`src/rtl/instr_fetch_if.sv`:
```
// Fetch-stage bus bundle: ROM address/data, decode back-pressure,
// branch/jump redirect and the IF/ID register outputs.
// With FETCH_PERF_EN defined the bundle also carries the perf counters.
interface instr_fetch_if #(
    parameter int XLEN = 32
);
    logic [XLEN-1:0] rom_addr;
    logic [XLEN-1:0] rom_data;
    logic            stall;
    logic            redirect_valid;
    logic [XLEN-1:0] redirect_pc;
    logic            id_valid;
    logic [XLEN-1:0] id_instr;
    logic [XLEN-1:0] id_pc;
    logic [XLEN-1:0] id_pc_plus4;
    logic            fetch_fault;
`ifdef FETCH_PERF_EN
    logic [31:0]     perf_fetched;
    logic [31:0]     perf_bubbles;
`endif

    // Fetch unit side
    modport master (
`ifdef FETCH_PERF_EN
        output perf_fetched,
        output perf_bubbles,
`endif
        output rom_addr,
        input  rom_data,
        input  stall,
        input  redirect_valid,
        input  redirect_pc,
        output id_valid,
        output id_instr,
        output id_pc,
        output id_pc_plus4,
        output fetch_fault
    );

    // ROM / decode / branch-unit side
    modport slave (
`ifdef FETCH_PERF_EN
        input  perf_fetched,
        input  perf_bubbles,
`endif
        input  rom_addr,
        output rom_data,
        output stall,
        output redirect_valid,
        output redirect_pc,
        input  id_valid,
        input  id_instr,
        input  id_pc,
        input  id_pc_plus4,
        input  fetch_fault
    );
endinterface

```
`src/rtl/instr_fetch.sv`:
```
// Instruction fetch stage: program counter, ROM addressing and the IF/ID
// pipeline register, with decode stall, redirect/flush and a sticky halt on
// a misaligned redirect target.
// Optional feature macro: FETCH_PERF_EN (adds perf_fetched/perf_bubbles).
module instr_fetch #(
    parameter int              XLEN     = 32,
    parameter logic [XLEN-1:0] RESET_PC = 32'h0000_0000
) (
    input  logic           clk,
    input  logic           rst_n,
    instr_fetch_if.master  bus
);

    typedef enum logic [1:0] {
        ST_BOOT = 2'b00,
        ST_RUN  = 2'b01,
        ST_HALT = 2'b10
    } state_e;

    localparam logic [XLEN-1:0] NOP_INSTR = XLEN'(32'h0000_0013);
    localparam logic [XLEN-1:0] PC_STEP   = XLEN'(32'd4);

    // A misaligned reset vector cannot be fetched; flag it at elaboration.
    if (RESET_PC[1:0] != 2'b00) begin : g_reset_pc_check
        $error("instr_fetch: RESET_PC must be 4-byte aligned");
    end

    state_e          state_q, state_d;
    logic [XLEN-1:0] pc_q, pc_d;
    logic            id_valid_q, id_valid_d;
    logic [XLEN-1:0] id_instr_q, id_instr_d;
    logic [XLEN-1:0] id_pc_q, id_pc_d;
    logic [XLEN-1:0] id_pc_plus4_q, id_pc_plus4_d;
    logic            fetch_fault_q, fetch_fault_d;
    logic            misaligned_s;

    // Next-state logic: redirect beats stall, stall beats capture; HALT freezes.
    always_comb begin
        state_d       = state_q;
        pc_d          = pc_q;
        id_valid_d    = id_valid_q;
        id_instr_d    = id_instr_q;
        id_pc_d       = id_pc_q;
        id_pc_plus4_d = id_pc_plus4_q;
        fetch_fault_d = fetch_fault_q;
        misaligned_s  = (bus.redirect_pc[1:0] != 2'b00);

        case (state_q)
            ST_BOOT, ST_RUN: begin
                if (bus.redirect_valid && misaligned_s) begin
                    state_d       = ST_HALT;
                    fetch_fault_d = 1'b1;
                    id_valid_d    = 1'b0;
                end else if (bus.redirect_valid) begin
                    state_d    = ST_RUN;
                    pc_d       = bus.redirect_pc;
                    id_valid_d = 1'b0;
                end else if (state_q == ST_BOOT) begin
                    // The ROM word at RESET_PC is fetched on the following edge.
                    state_d    = ST_RUN;
                    id_valid_d = 1'b0;
                end else if (bus.stall) begin
                    state_d = ST_RUN;
                end else begin
                    state_d       = ST_RUN;
                    id_instr_d    = bus.rom_data;
                    id_pc_d       = pc_q;
                    id_pc_plus4_d = pc_q + PC_STEP;
                    id_valid_d    = 1'b1;
                    pc_d          = pc_q + PC_STEP;
                end
            end
            ST_HALT: begin
                state_d       = ST_HALT;
                id_valid_d    = 1'b0;
                fetch_fault_d = 1'b1;
            end
            default: begin
                state_d       = ST_HALT;
                id_valid_d    = 1'b0;
                fetch_fault_d = 1'b1;
            end
        endcase
    end

    // FSM state, PC and IF/ID pipeline register
    always_ff @(posedge clk or negedge rst_n) begin
        if (!rst_n) begin
            state_q       <= ST_BOOT;
            pc_q          <= RESET_PC;
            id_valid_q    <= 1'b0;
            id_instr_q    <= NOP_INSTR;
            id_pc_q       <= '0;
            id_pc_plus4_q <= '0;
            fetch_fault_q <= 1'b0;
        end else begin
            state_q       <= state_d;
            pc_q          <= pc_d;
            id_valid_q    <= id_valid_d;
            id_instr_q    <= id_instr_d;
            id_pc_q       <= id_pc_d;
            id_pc_plus4_q <= id_pc_plus4_d;
            fetch_fault_q <= fetch_fault_d;
        end
    end

    assign bus.rom_addr    = pc_q;
    assign bus.id_valid    = id_valid_q;
    assign bus.id_instr    = id_instr_q;
    assign bus.id_pc       = id_pc_q;
    assign bus.id_pc_plus4 = id_pc_plus4_q;
    assign bus.fetch_fault = fetch_fault_q;

`ifdef FETCH_PERF_EN
    logic [31:0] perf_fetched_q, perf_fetched_d;
    logic [31:0] perf_bubbles_q, perf_bubbles_d;
    logic        active_s;
    logic        capture_s;

    // Perf counters: captures, and cycles that leave IF/ID empty; frozen in HALT.
    always_comb begin
        perf_fetched_d = perf_fetched_q;
        perf_bubbles_d = perf_bubbles_q;
        active_s       = (state_q == ST_BOOT) || (state_q == ST_RUN);
        capture_s      = (state_q == ST_RUN) && !bus.redirect_valid && !bus.stall;
        if (active_s) begin
            if (capture_s) begin
                perf_fetched_d = perf_fetched_q + 32'd1;
            end else begin
                perf_fetched_d = perf_fetched_q;
            end
            if (!id_valid_d) begin
                perf_bubbles_d = perf_bubbles_q + 32'd1;
            end else begin
                perf_bubbles_d = perf_bubbles_q;
            end
        end else begin
            perf_fetched_d = perf_fetched_q;
            perf_bubbles_d = perf_bubbles_q;
        end
    end

    // Perf counter registers
    always_ff @(posedge clk or negedge rst_n) begin
        if (!rst_n) begin
            perf_fetched_q <= 32'd0;
            perf_bubbles_q <= 32'd0;
        end else begin
            perf_fetched_q <= perf_fetched_d;
            perf_bubbles_q <= perf_bubbles_d;
        end
    end

    assign bus.perf_fetched = perf_fetched_q;
    assign bus.perf_bubbles = perf_bubbles_q;
`endif

endmodule

```
`src/flat_wrapper.sv`:
```
// flat-port wrapper written by rule: the top's interface ports become plain ports
module instr_fetch_flat 
#(
    parameter int              XLEN     = 32,
    parameter logic [XLEN-1:0] RESET_PC = 32'h0000_0000
)
  (clk, rst_n, bus_rom_addr, bus_rom_data, bus_stall, bus_redirect_valid, bus_redirect_pc, bus_id_valid, bus_id_instr, bus_id_pc, bus_id_pc_plus4, bus_fetch_fault);
  instr_fetch_if #(.XLEN(XLEN)) bus_i ();
  input  logic clk;
  input  logic rst_n;
  output wire logic [$bits(bus_i.rom_addr)-1:0] bus_rom_addr;
  input wire logic [$bits(bus_i.rom_data)-1:0] bus_rom_data;
  input wire logic [$bits(bus_i.stall)-1:0] bus_stall;
  input wire logic [$bits(bus_i.redirect_valid)-1:0] bus_redirect_valid;
  input wire logic [$bits(bus_i.redirect_pc)-1:0] bus_redirect_pc;
  output wire logic [$bits(bus_i.id_valid)-1:0] bus_id_valid;
  output wire logic [$bits(bus_i.id_instr)-1:0] bus_id_instr;
  output wire logic [$bits(bus_i.id_pc)-1:0] bus_id_pc;
  output wire logic [$bits(bus_i.id_pc_plus4)-1:0] bus_id_pc_plus4;
  output wire logic [$bits(bus_i.fetch_fault)-1:0] bus_fetch_fault;
  assign bus_rom_addr = bus_i.rom_addr;
  assign bus_i.rom_data = bus_rom_data;
  assign bus_i.stall = bus_stall;
  assign bus_i.redirect_valid = bus_redirect_valid;
  assign bus_i.redirect_pc = bus_redirect_pc;
  assign bus_id_valid = bus_i.id_valid;
  assign bus_id_instr = bus_i.id_instr;
  assign bus_id_pc = bus_i.id_pc;
  assign bus_id_pc_plus4 = bus_i.id_pc_plus4;
  assign bus_fetch_fault = bus_i.fetch_fault;
  instr_fetch #(.XLEN(XLEN), .RESET_PC(RESET_PC)) u_core (.clk(clk), .rst_n(rst_n), .bus(bus_i));
endmodule
```
`config.mk`:
```
export PLATFORM = sky130hd
export DESIGN_NAME = instr_fetch_flat
export DESIGN_NICKNAME = d
export VERILOG_FILES = /design/src/rtl/instr_fetch_if.sv /design/src/rtl/instr_fetch.sv /design/src/flat_wrapper.sv
export SDC_FILE = /design/constraint.sdc
export NUM_CORES = 1
export LEC_CHECK = 0
export ABC_AREA = 1
export BUFFER_PORTS_ARGS = -buffer_cell sky130_fd_sc_hd__buf_2
export CAP_MARGIN = 25
export CORE_MARGIN = 4
export CORE_UTILIZATION = 47
export CTS_BUF_LIST = sky130_fd_sc_hd__clkbuf_8
export DETAILED_ROUTE_END_ITERATION = 12
export GPL_TIMING_DRIVEN = 1
export MAX_ROUTING_LAYER = met4
export PLACE_DENSITY = 0.71
export SLEW_MARGIN = 20
export SYNTH_ARGS = -nofsm -noshare
export SYNTH_HDL_FRONTEND = slang
export SYNTH_SLANG_ARGS = --single-unit
export TNS_END_PERCENT = 30
```
`constraint.sdc`:
```
create_clock -name clk -period 2.4 [get_ports clk]
set_input_delay 0.12 -clock clk [delete_from_list [all_inputs] [get_ports clk]]
set_output_delay 0.12 -clock clk [all_outputs]
set_load 0.01 [all_outputs]
```
==> impl_metrics.toml <==
[timing]
maxSlewViolCount = 0
rsz0062_at_grt = "false"
fmax_ghz = 0.542
hold_viol = 0
min_period_over_period = 0.769
worst-slew-pin-transition_ns = 0.866
layout_setup_ws_ns = 0.554
tns_ns = 0
fin_skew_ns = 0.00804
setup_viol = 0
slew_headroom = 0.423
period_needed_ns = 1.85

[synth]
yosysWarnings = 0
synth_edf_count = 0
synth_nets = 850
synthSimpleGateAreaFrac = 0.319
async_flop_share = 1.00
synthAdderAreaFrac = 0.00206
ys_types = 29
ys.flop_type = "dfrtp_1"
synth_mux_area_frac = 0
synth_compound_area_frac = 0.0697
syn_area_per_cell_um2 = 7.77
syn_area_um2 = 6070
synth_xor_area_frac = 0.00866
synth-seq-area-share = 0.537
ys_ff_latch = 130
synthCells = 781
synth_top_family_by_area = "simple AND/OR/NAND/NOR gates"

[placement]
dp_slack_ns = 0.561
dpl.hpwl_um = 12200
port_buffers = 197
gp_congestion = 0.878

[setup_path]
cp_num_buf_inv = 4
cp_top_family = "buffers and inverters"
path_cells = "dlygate4sd3_1 > buf_2 > inv_1 > o21ai_2 > inv_2 > o211ai_1 > o21ai_0"
end_kind = "flip-flop"
cp.required_ns = 2.71
timing.critical_path.arrival_ns = 2.15
critPathLaunchType = "input port"
critical_path_class = "in -> reg"
cpMaxStageDelayCell = "o21ai_2"
cp_max_fo = 22
slowest_delay_ns = 0.66

[cts]
cts_buffer_depth = 2
clkSlewWorstSetupHoldPaths_ns = 0.07
cts_inserted_buffers = 17
cts.sinks = 130
insertion_delay_ns = 0.44
root_buffer = "clkbuf_8"
cts_tree = "yes"
htree_levels = 4
post_cts_buffers = 0

[pwr]
finalPower_w = 0.00402
power.density_nw_per_um2 = 504
p_leak_nw = 4.41
irDropWorstVdd_v = 0.000280

[run_status]
status = "finished clean"

[layout]
final_cell_mix = "nand2_1 (350), buf_2 (196), dfrtp_1 (127)"
n_antenna_cell = 0
final_layout_size_suffix_gt1_frac = 0.251
area_growth_pct = 31.3
nets = 1087
n_fill_cell = 1141
layout_commonest_cell = "nand2_1"

[routing]
dr_total_vias = 5884
route.detailed.drc = 0
first_pass_iters = 5
routed_wl_um = 18000
detail-route-antenna-nets = 0
vias_per_cell = 4.90
routedWlPerCell_um = 15.0
drtIter0Drc = 379

[global_routing]
gr-total-overflow = 0
grt_pass1_wl_um = 28600
grt_pass1_vias = 5566
track_usage = 0.256
antenna_found_initial = 0
grt_max_degree = 88

[floorplanning]
num_rows = 41
start_util = 0.481
core_um2 = 12600
die_x_um = 122
dieArea_um2 = 14800
fp.dieH_um = 122
boundaryPins = 198

[hold_path]
hold_path.class = "in -> reg"

[job]
max_cap_violations = 0
## repair_timing
| action | in CTS | in global routing |
|---|---|---|
| gates resized for setup | 0 | 0 |
| hold buffers | 47 | 0 |
| setup endpoints to repair | 0 | 0 |
| endpoints found under the hold margin | 112 | 0 |
## tightest hold or removal path, cell delays in order
cell	delay, ns
buf_2	0.07
nor2_1	0.04
nor2_1	0.09
nand2_1	0.06
nand2_1	0.04
## cell usage after synthesis, drive strengths merged, types with 3 or more instances
library cell / n / share of area
a21oi: 11 / 0.0091
o211ai: 5 / 0.0062
nand2: 353 / 0.22
nand3: 40 / 0.034
nor2: 88 / 0.062
xor2: 6 / 0.0087
buf: 22 / 0.027
dfstp: 3 / 0.013
dfrtp: 127 / 0.52
o21ai: 55 / 0.046
inv: 48 / 0.030
o21a: 6 / 0.0074
clkbuf: 12 / 0.0076
## stage by stage
| step | utilization | instance area, um2 | cells | hold WS (ns) |
|---|---|---|---|---|
| floorplan | - | 6070 | 781 | -0.176 |
| global placement | 0.567 | 7150 | 1124 | 0.170 |
| detailed placement | 0.567 | 7150 | 1124 | 0.169 |
| CTS | 0.631 | 7970 | 1201 | 0.00272 |
| global route | 0.631 | 7970 | 1201 | 0.00980 |
| finish | 0.631 | 7970 | 1201 | 0.0265 |
## routing by layer
layer  track usage  up-vias  routed length, um
met5             -        -                  0
li1              -     2898                  -
met3        0.0599       28               1300
met2         0.393      223               8260
met4        0.0959        0                412
met1         0.335     2735               8060
## state kept, by name, indices dropped and copies added (netlist names)
signal / count
u_core.bus.fetch_fault: 1
u_core.bus.id_instr: 32
u_core.bus.id_pc: 30
u_core.bus.id_pc_plus4: 32
u_core.bus.id_valid: 1
u_core.bus.rom_addr: 32
u_core.state_q: 2
## layout make-up
| type | count | area, um2 | share of cell area |
|---|---|---|---|
| Multi-Input combinational cell | 569 | 2420 | 0.304 |
| Clock buffer | 22 | 303 | 0.0380 |
| Timing Repair Buffer | 252 | 1550 | 0.194 |
| Clock inverter | 8 | 38.8 | 0.00487 |
| Sequential cell | 130 | 3260 | 0.409 |
| Tap cell | 172 | 215 | 0.0270 |
| Inverter | 48 | 181 | 0.0228 |
## final timing paths
kind                                         from                       to  slack (ns)  cells past startpoint
max                                     bus_stall   u_core.bus.rom_addr[5]        0.55                      7
min                           bus_redirect_pc[23]  u_core.bus.rom_addr[23]        0.03                      5
max reg2reg                u_core.bus.rom_addr[2]  u_core.bus.rom_addr[22]        0.56                     10
min reg2reg                u_core.bus.id_instr[1]   u_core.bus.id_instr[1]        0.46                      2
max in group asynchronous                   rst_n  u_core.bus.rom_addr[22]        1.32                      3
min in group asynchronous                   rst_n  u_core.bus.id_instr[12]        0.26                      2
## kinds of logic (layout without fill, tap and decap cells)
group | after synthesis | count (layout)
buf+inv | 82 | 330
simple gates | 484 | 484
fa+ha+maj | 1 | 1
compound gates | 78 | 78
flops | 130 | 130
xor+xnor | 6 | 6
## where the power goes
part | switching [W] | internal, W
clock | 0.000799 | 0.000821
combinational | 0.000103 | 0.000102
sequential | 0 | 0.00219
(Power assumes the default switching activity.)
